`config.mk`:
```
export PLATFORM = sky130hd
export DESIGN_NAME = vga_timing_gen_flat
export DESIGN_NICKNAME = d
export VERILOG_FILES = /design/src/rtl/vga_timing_gen_if.sv /design/src/rtl/vga_timing_gen.sv /design/src/flat_wrapper.sv
export SDC_FILE = /design/constraint.sdc
export NUM_CORES = 1
export LEC_CHECK = 0
export BUFFER_PORTS_ARGS = -buffer_cell sky130_fd_sc_hd__buf_2
export CAP_MARGIN = 0
export CORE_MARGIN = 8
export CORE_UTILIZATION = 60
export CTS_BUF_LIST = sky130_fd_sc_hd__clkbuf_2 sky130_fd_sc_hd__clkbuf_4 sky130_fd_sc_hd__clkbuf_8
export DETAILED_ROUTE_END_ITERATION = 8
export GPL_TIMING_DRIVEN = 0
export HOLD_SLACK_MARGIN = 0.05
export PLACE_DENSITY = 0.83
export SYNTH_ARGS = -nofsm -noshare
export SYNTH_HDL_FRONTEND = slang
export SYNTH_SLANG_ARGS = --single-unit
```
`constraint.sdc`:
```
create_clock -name Clk -period 4.4 [get_ports Clk]
set_input_delay 0.88 -clock Clk [delete_from_list [all_inputs] [get_ports Clk]]
set_output_delay 0.88 -clock Clk [all_outputs]
set_load 0.05 [all_outputs]
```
`src/rtl/vga_timing_gen_if.sv`:
```
// vga_if: raster outputs from the timing generator to the colour mapper and the VGA DAC
interface vga_if;
  logic       pixel_clk;
  logic [9:0] DrawX;
  logic [9:0] DrawY;
  logic       hs;
  logic       vs;
  logic       blank;
  logic       sync;
  logic       frame_start;
  modport master (output pixel_clk, DrawX, DrawY, hs, vs, blank, sync, frame_start);
  modport slave  (input  pixel_clk, DrawX, DrawY, hs, vs, blank, sync, frame_start);
endinterface

```
`src/rtl/vga_timing_gen.sv`:
```
// vga_timing_gen: 640x480@60 raster counters with sync/blank delayed to match the colour path
module vga_timing_gen #(
  parameter int H_VISIBLE  = 640,
  parameter int H_FP       = 16,
  parameter int H_SYNC     = 96,
  parameter int H_BP       = 48,
  parameter int V_VISIBLE  = 480,
  parameter int V_FP       = 10,
  parameter int V_SYNC     = 2,
  parameter int V_BP       = 33,
  parameter int PIPE_DEPTH = 2
) (
  input  logic Clk,
  input  logic Reset_n,
  vga_if.master vga
);
  // With no delay one stage is still kept, so the strobes remain registered
  localparam int N = (PIPE_DEPTH == 0) ? 1 : PIPE_DEPTH;
  localparam logic [9:0] H_LAST = 10'(H_VISIBLE + H_FP + H_SYNC + H_BP - 1);
  localparam logic [9:0] V_LAST = 10'(V_VISIBLE + V_FP + V_SYNC + V_BP - 1);
  localparam logic [9:0] H_VIS  = 10'(H_VISIBLE);
  localparam logic [9:0] V_VIS  = 10'(V_VISIBLE);
  localparam logic [9:0] HS_BEG = 10'(H_VISIBLE + H_FP);
  localparam logic [9:0] HS_END = 10'(H_VISIBLE + H_FP + H_SYNC);
  localparam logic [9:0] VS_BEG = 10'(V_VISIBLE + V_FP);
  localparam logic [9:0] VS_END = 10'(V_VISIBLE + V_FP + V_SYNC);
  localparam logic [2:0] IDLE   = 3'b110;

  logic       r_pix;
  logic [9:0] r_x;
  logic [9:0] r_y;
  logic       r_fs;
  logic [2:0] r_pipe [N];
  logic       w_x_last;
  logic       w_y_last;
  logic [9:0] w_nx;
  logic [9:0] w_ny;
  logic [2:0] w_raw_in;

  // {hs, vs, blank} for one pixel position, sync strobes active-low
  function automatic logic [2:0] f_raw(input logic [9:0] x, input logic [9:0] y);
    return {~(x >= HS_BEG && x < HS_END), ~(y >= VS_BEG && y < VS_END), (x < H_VIS && y < V_VIS)};
  endfunction

  assign w_x_last = r_x == H_LAST;
  assign w_y_last = r_y == V_LAST;
  assign w_nx     = w_x_last ? 10'd0 : r_x + 10'd1;
  assign w_ny     = w_x_last ? (w_y_last ? 10'd0 : r_y + 10'd1) : r_y;
  // Zero delay decodes the pixel being entered; otherwise the pixel being left feeds the first stage
  assign w_raw_in = (PIPE_DEPTH == 0) ? f_raw(w_nx, w_ny) : f_raw(r_x, r_y);

  // Pixel-rate divider, raster counters, frame pulse and strobe delay line
  always_ff @(posedge Clk or negedge Reset_n) begin
    if (!Reset_n) begin
      r_pix <= 1'b0;
      r_x   <= '0;
      r_y   <= '0;
      r_fs  <= 1'b0;
      for (int i = 0; i < N; i++) r_pipe[i] <= IDLE;
    end else begin
      r_pix <= ~r_pix;
      r_fs  <= r_pix && w_nx == 10'd0 && w_ny == 10'd0;
      if (r_pix) begin
        r_x       <= w_nx;
        r_y       <= w_ny;
        r_pipe[0] <= w_raw_in;
        for (int i = 1; i < N; i++) r_pipe[i] <= r_pipe[i-1];
      end
    end
  end

  assign vga.pixel_clk   = r_pix;
  assign vga.DrawX       = r_x;
  assign vga.DrawY       = r_y;
  assign vga.hs          = r_pipe[N-1][2];
  assign vga.vs          = r_pipe[N-1][1];
  assign vga.blank       = r_pipe[N-1][0];
  assign vga.sync        = 1'b0;
  assign vga.frame_start = r_fs;
endmodule

```
`src/flat_wrapper.sv`:
```
// flat-port wrapper written by rule: the top's interface ports become plain ports
module vga_timing_gen_flat 
#(
  parameter int H_VISIBLE  = 640,
  parameter int H_FP       = 16,
  parameter int H_SYNC     = 96,
  parameter int H_BP       = 48,
  parameter int V_VISIBLE  = 480,
  parameter int V_FP       = 10,
  parameter int V_SYNC     = 2,
  parameter int V_BP       = 33,
  parameter int PIPE_DEPTH = 2
)
  (Clk, Reset_n, vga_pixel_clk, vga_DrawX, vga_DrawY, vga_hs, vga_vs, vga_blank, vga_sync, vga_frame_start);
  vga_if vga_i ();
  input  logic Clk;
  input  logic Reset_n;
  output wire logic [$bits(vga_i.pixel_clk)-1:0] vga_pixel_clk;
  output wire logic [$bits(vga_i.DrawX)-1:0] vga_DrawX;
  output wire logic [$bits(vga_i.DrawY)-1:0] vga_DrawY;
  output wire logic [$bits(vga_i.hs)-1:0] vga_hs;
  output wire logic [$bits(vga_i.vs)-1:0] vga_vs;
  output wire logic [$bits(vga_i.blank)-1:0] vga_blank;
  output wire logic [$bits(vga_i.sync)-1:0] vga_sync;
  output wire logic [$bits(vga_i.frame_start)-1:0] vga_frame_start;
  assign vga_pixel_clk = vga_i.pixel_clk;
  assign vga_DrawX = vga_i.DrawX;
  assign vga_DrawY = vga_i.DrawY;
  assign vga_hs = vga_i.hs;
  assign vga_vs = vga_i.vs;
  assign vga_blank = vga_i.blank;
  assign vga_sync = vga_i.sync;
  assign vga_frame_start = vga_i.frame_start;
  vga_timing_gen #(.H_VISIBLE(H_VISIBLE), .H_FP(H_FP), .H_SYNC(H_SYNC), .H_BP(H_BP), .V_VISIBLE(V_VISIBLE), .V_FP(V_FP), .V_SYNC(V_SYNC), .V_BP(V_BP), .PIPE_DEPTH(PIPE_DEPTH)) u_core (.Clk(Clk), .Reset_n(Reset_n), .vga(vga_i));
endmodule
```
Yosys cells after proc, flatten, opt, wreduce, memory -nomap -nowiden

Index checks and enable logic that the tools add are counted.

Bits in registers: 28
Bits in latches: 0
Memory bits (writable): 0
Bits in read-only memories: 0
Output and inout bits: 26
Memories kept: 0

$add $sub $neg: 2
Multiply operators: 0
Div/mod/pow operators: 0
Magnitude comparators: 6
Eq/ne operators: 2
Shifts and indexed selects: 0
Muxes and demuxes: 3
Bitwise operators: 3
Reductions and logical operators: 7

Operators with widths:

| operator                | count |
|---|---|
| $mux W10                | 3 |
| $add A10 B1 Y10 const B | 2 |
| $eq A10 B10 Y1 const B  | 2 |
| $logic_not A10 Y1       | 2 |
| $lt A10 B10 Y1 const B  | 2 |
| $lt A10 B9 Y1 const B   | 2 |
| $ge A10 B10 Y1 const B  | 1 |
| $ge A10 B9 Y1 const B   | 1 |
| $logic_and A1 B1 Y1     | 5 |
| $not A1 Y1              | 3 |

Logic depth before layout (Yosys ltp)

Depth after elaboration: 5
Gate-level depth with buffers: 8
Mapped depth without buffers: 8

Least setup slack after synthesis

OpenSTA, ideal clock, no wires.

Path type: flip-flop to flip-flop
Start point: reg u_core.r_x[1] (netlist: u_core.vga.DrawX[1])
End point: reg u_core.r_fs (netlist: u_core.vga.frame_start)
Arrival: 2654 ps
Data required time: 4299 ps
Path slack: 1645 ps
Cell stages (with the launch flop): 9
Buffers on the path: 1
Cell sequence: dfrtp_1 -> ha_1 -> nand4_1 -> or3_1 -> buf_6 -> o21ai_2 -> o2111ai_1 -> or4_1 -> nor4_1

Cells in the longest elaborated chain, start to end: 5

RTL lines:

| what                                                     | line                                       | source |
|---|---|---|
| start: declaration                                       | vga_timing_gen.sv:30                       | `logic [9:0] r_x;` |
| start signal: assignment                                 | vga_timing_gen.sv:64                       | `r_x <= w_nx;` |
| $add A10 B1 Y10 / $eq A10 B10 Y1 (equally long branches) | vga_timing_gen.sv:47, vga_timing_gen.sv:45 |  |
| $mux W10                                                 | vga_timing_gen.sv:47                       | `assign w_nx = w_x_last ? 10'd0 : r_x + 10'd1;` |
| $logic_not A10 Y1                                        | vga_timing_gen.sv:62                       | `r_fs <= r_pix && w_nx == 10'd0 && w_ny == 10'd0;` |
| $logic_and A1 B1 Y1                                      | vga_timing_gen.sv:62                       |  |
| $logic_and A1 B1 Y1 *                                    | vga_timing_gen.sv:62                       |  |
| end signal: assignment                                   | vga_timing_gen.sv:58                       | `r_fs <= 1'b0;` |
| end signal: assignment                                   | vga_timing_gen.sv:62                       |  |
| end: declaration                                         | vga_timing_gen.sv:32                       | `logic r_fs;` |

Mark *: on every way between the ends. The rest lies on a longest branch, timed or not.
A chain may end at the register's enable or synchronous reset.

Worst setup path in the final report

Start point: reg u_core.r_x[0] (netlist: u_core.vga.DrawX[0])
End point: reg u_core.r_fs (netlist: u_core.vga.frame_start)

Same word-level chain as after synthesis.

==> flow_summary.toml <==
[timing]
finalMaxSlewViolations = 0
rsz0062_at_grt = "no"
setup_total_negative_slack_ps = 0
slew-limit-headroom_pct = 60.4
timing.fmax_mhz = 342
post-route-period-util_pct = 66.4
finClkSkew_ps = 1.15
setup-violations-final = 0
post-route-min-period_ps = 2920
worst-slew-pin-transition_ps = 594
final-hold-violation-count = 0

[setup_path]
cpMaxStageDelayCell = "sky130_fd_sc_hd__or4_1"
arrival_ps = 3130
r2r_setup_slack_ps = 1480
reg2regPathDepth = 7
cp_max_fo = 10
endpoint_kind = "flop"
critPathRequiredTime_ps = 4610
worst_r2r_endpoint = "u_core.vga.frame_start"
type_of_the_worst_setup_path = "reg2reg"
r2r-start = "u_core.vga.DrawX[0]"
worstPathCellList = "ha_1 -> nand4_1 -> nor3_1 -> clkbuf_1 -> a31oi_1 -> or4_1 -> nor4_1"
critical_path.max_stage_delay_ps = 520
setup.worst_path.start_class = "flop"

[synthesis]
asyncSetResetFlopFracSynth_pct = 100
synthesis.area_per_instance_um2 = 8.76
synth.top_cells.by_area = "sky130_fd_sc_hd__dfrtp_1 (34%), sky130_fd_sc_hd__dfstp_2 (6.0%), sky130_fd_sc_hd__nand2_1 (4.9%)"
yosysMostFrequentCell = "sky130_fd_sc_hd__dfrtp_1"
synth.yosys.seq_area_share_pct = 40.1
synth.net_count = 208
ys_warn_count = 0
ys_dominant_reg_cell = "sky130_fd_sc_hd__dfrtp_1"
ys_seq_elements = 28
cell_accounting_for_the_most_synthesized_area = "sky130_fd_sc_hd__dfrtp_1"
synth.top_cell.area_share_pct = 34.1
synth_cell_type_count = 48
syn_inst = 201
area_of_the_mapped_netlist_mm2 = 0.00176
synth_commonest_cells = "sky130_fd_sc_hd__dfrtp_1 (24), sky130_fd_sc_hd__nand2_1 (23), sky130_fd_sc_hd__o21ai_0 (17)"
synth-edff-count = 0

[clocking]
cts_repair_resize_count = 0
cts_made_buffers = 3
htree_levels = 1
cts_hold_buffers = 0
clk_transition_reported_paths_ps = 140
tritoncts = "built"
clk_latency_ps = 320
cts_num_sinks = 28
postCtsSetupBuffers = 0
cts.path.max_buffers = 2
root_buffer = "sky130_fd_sc_hd__clkbuf_4"

[worst_hold_path]
worst_hold_startpoint = "u_core.r_pipe[3]"
timing.hold.worst_path_depth = 2
worst_hold_path.endpoint = "u_core.r_pipe[3]"
timing.hold.worst.class = "reg2reg"

[detailed_routing]
drt_wl_total_mm = 4.22
wl_per_cell_um = 16.2
drt_pass1_iterations = 4
post_drt_via_cell_ratio = 6.26
post-route-drc-count = 0
routed-via-count = 1634
ant_nets = 0
drt_first_iter_violations = 159

[floorplan]
dieArea_mm2 = 0.00492
chipWidth_um = 70.2
initial_core_util_pct = 63.3
core_region_area_mm2 = 0.00278
die_h_um = 70.2
number_of_primary_i_o_pins = 28
placement_rows = 19

[power]
power_mw = 0.369
internal_power_consumption_mw = 0.291
power.density_cell_area_mw_per_mm2 = 189
seqPwrFrac_pct = 69.8
switching_power_mw = 0.0782
power.static_leakage_nw = 0.813
netSwitchingFraction_pct = 21.2
p_clk_share_pct = 28.1
ir_worst_vdd_mv = 0.174
comb_power_share_pct = 2.0

[grt]
grt.met2_usage_pct = 26.4
number_of_antenna_violations_at_the_first_check_in_global_routing = 0
globalRoute.totalOverflow = 0
grtUsageMet3_pct = 3.53
grt_util_met1_pct = 24.8
grt_first_pass_wirelength_mm = 7.32
grt_usage_pct = 17.5
first_global_vias = 1529
grt_start_max_net_pins = 29
most_crowded_layer_after_global_routing = "met2"

[placed_design]
dpl_cell_area_mm2 = 0.00193
place.detailed.instances = 258
gpl.final_weighted_congestion = 0.932
place.port_buffers = 26
post-dp-hpwl_mm = 3.16

[status]
run_status = "finished clean"

[final_layout]
finish.instance_area_mm2 = 0.00195
number_of_standard_cells_in_the_layout_taps_in_and_fillers_out = 261
antenna_cells = 0
final_layout_size_suffix_gt1_share_pct = 21.3
syn_to_final_growth_pct = 10.9
fin_nets = 239

[job]
maxCapViolations = 0
## power by group through the flow
| stage | clock network (mW) | logic, mW | registers (mW) |
|---|---|---|---|
| finish | 0.104 | 0.00749 | 0.258 |
| global route | 0.118 | 0.00915 | 0.258 |
| CTS | 0.112 | 0.00797 | 0.258 |
| detailed placement | 0 | 0.00800 | 0.262 |
| global placement | 0 | 0.00782 | 0.262 |
| floorplan | 0 | 0.00254 | 0.262 |
## worst max-delay path: cells and delay by family (launching register included)
family	cells	cell delay, ps
AO/OA/AOI/OAI	1	170
AND/OR/NAND/NOR	4	1470
buffers and inverters	1	400
adder cells (fa/ha/maj)	1	290
flip-flops	1	470
## layout by cell type, fill, tap and decap left out, types with 7 or more instances in the layout
cell                      instances
sky130_fd_sc_hd__nand4_1          7
sky130_fd_sc_hd__nand2_1         23
sky130_fd_sc_hd__dfrtp_1         24
sky130_fd_sc_hd__nand3_1         11
sky130_fd_sc_hd__buf_2           30
sky130_fd_sc_hd__xnor2_1          9
sky130_fd_sc_hd__nor2_1          12
sky130_fd_sc_hd__o21ai_0         17
## cell families after synthesis
group / after synthesis / synth area share (%)
simple gates: 83 / 24.9
compound gates: 47 / 17.2
flops: 28 / 40.1
buf+inv: 22 / 6.11
xor+xnor: 11 / 5.47
fa+ha+maj: 5 / 3.55
mux: 4 / 2.49
other cells: 1 / 0.213
## per-layer routing
layer	vias to the layer above	wire length, um
li1	787	-
met1	768	2010
met2	72	1840
met3	7	316
met4	0	54
met5	-	0
## flip-flops by register name, summed over array words and instances, names as in the netlist
name and cells:
u_core.vga.hs 1, u_core.vga.DrawX 10, u_core.vga.DrawY 10, u_core.vga.frame_start 1, u_core.vga.vs 1, u_core.vga.pixel_clk 1
u_core.vga.blank 1, u_core.r_pipe 3
## worst max-delay path by stage
| stage | slack, ps | startpoint | to | depth (start not counted) |
|---|---|---|---|---|
| 2_1_floorplan | 1640 | u_core.vga.DrawX[1] | u_core.vga.frame_start | 8 |
| 3_3_place_gp | 1610 | u_core.vga.DrawX[0] | u_core.vga.frame_start | 7 |
| 3_5_place_dp | 1560 | u_core.vga.DrawX[0] | u_core.vga.frame_start | 7 |
| 4_1_cts | 1520 | u_core.vga.DrawX[0] | u_core.vga.frame_start | 7 |
| 5_1_grt | 1230 | u_core.vga.DrawX[0] | u_core.vga.frame_start | 7 |
| 6_report | 1480 | u_core.vga.DrawX[0] | u_core.vga.frame_start | 7 |
## cell type report
cell class	instances	area [um2]
Inverter	7	26.3
Fill cell	239	830
Multi-Input combinational cell	151	947
Timing Repair Buffer	26	130
Sequential cell	28	706
Buffer	15	81.3
Clock buffer	3	22.5
Tap cell	31	38.8
## per-stage QoR
step | hold WS (ps) | utilization [%] | setup slack, ps
after CTS | 517 | 70.2 | 1520
after floorplan | 448 | - | 1640
final | 510 | 70.2 | 1480
after global placement | 462 | 69.4 | 1610
after detailed placement | 481 | 69.4 | 1560
after global routing | 537 | 70.2 | 1230
(Power assumes the default switching activity.)
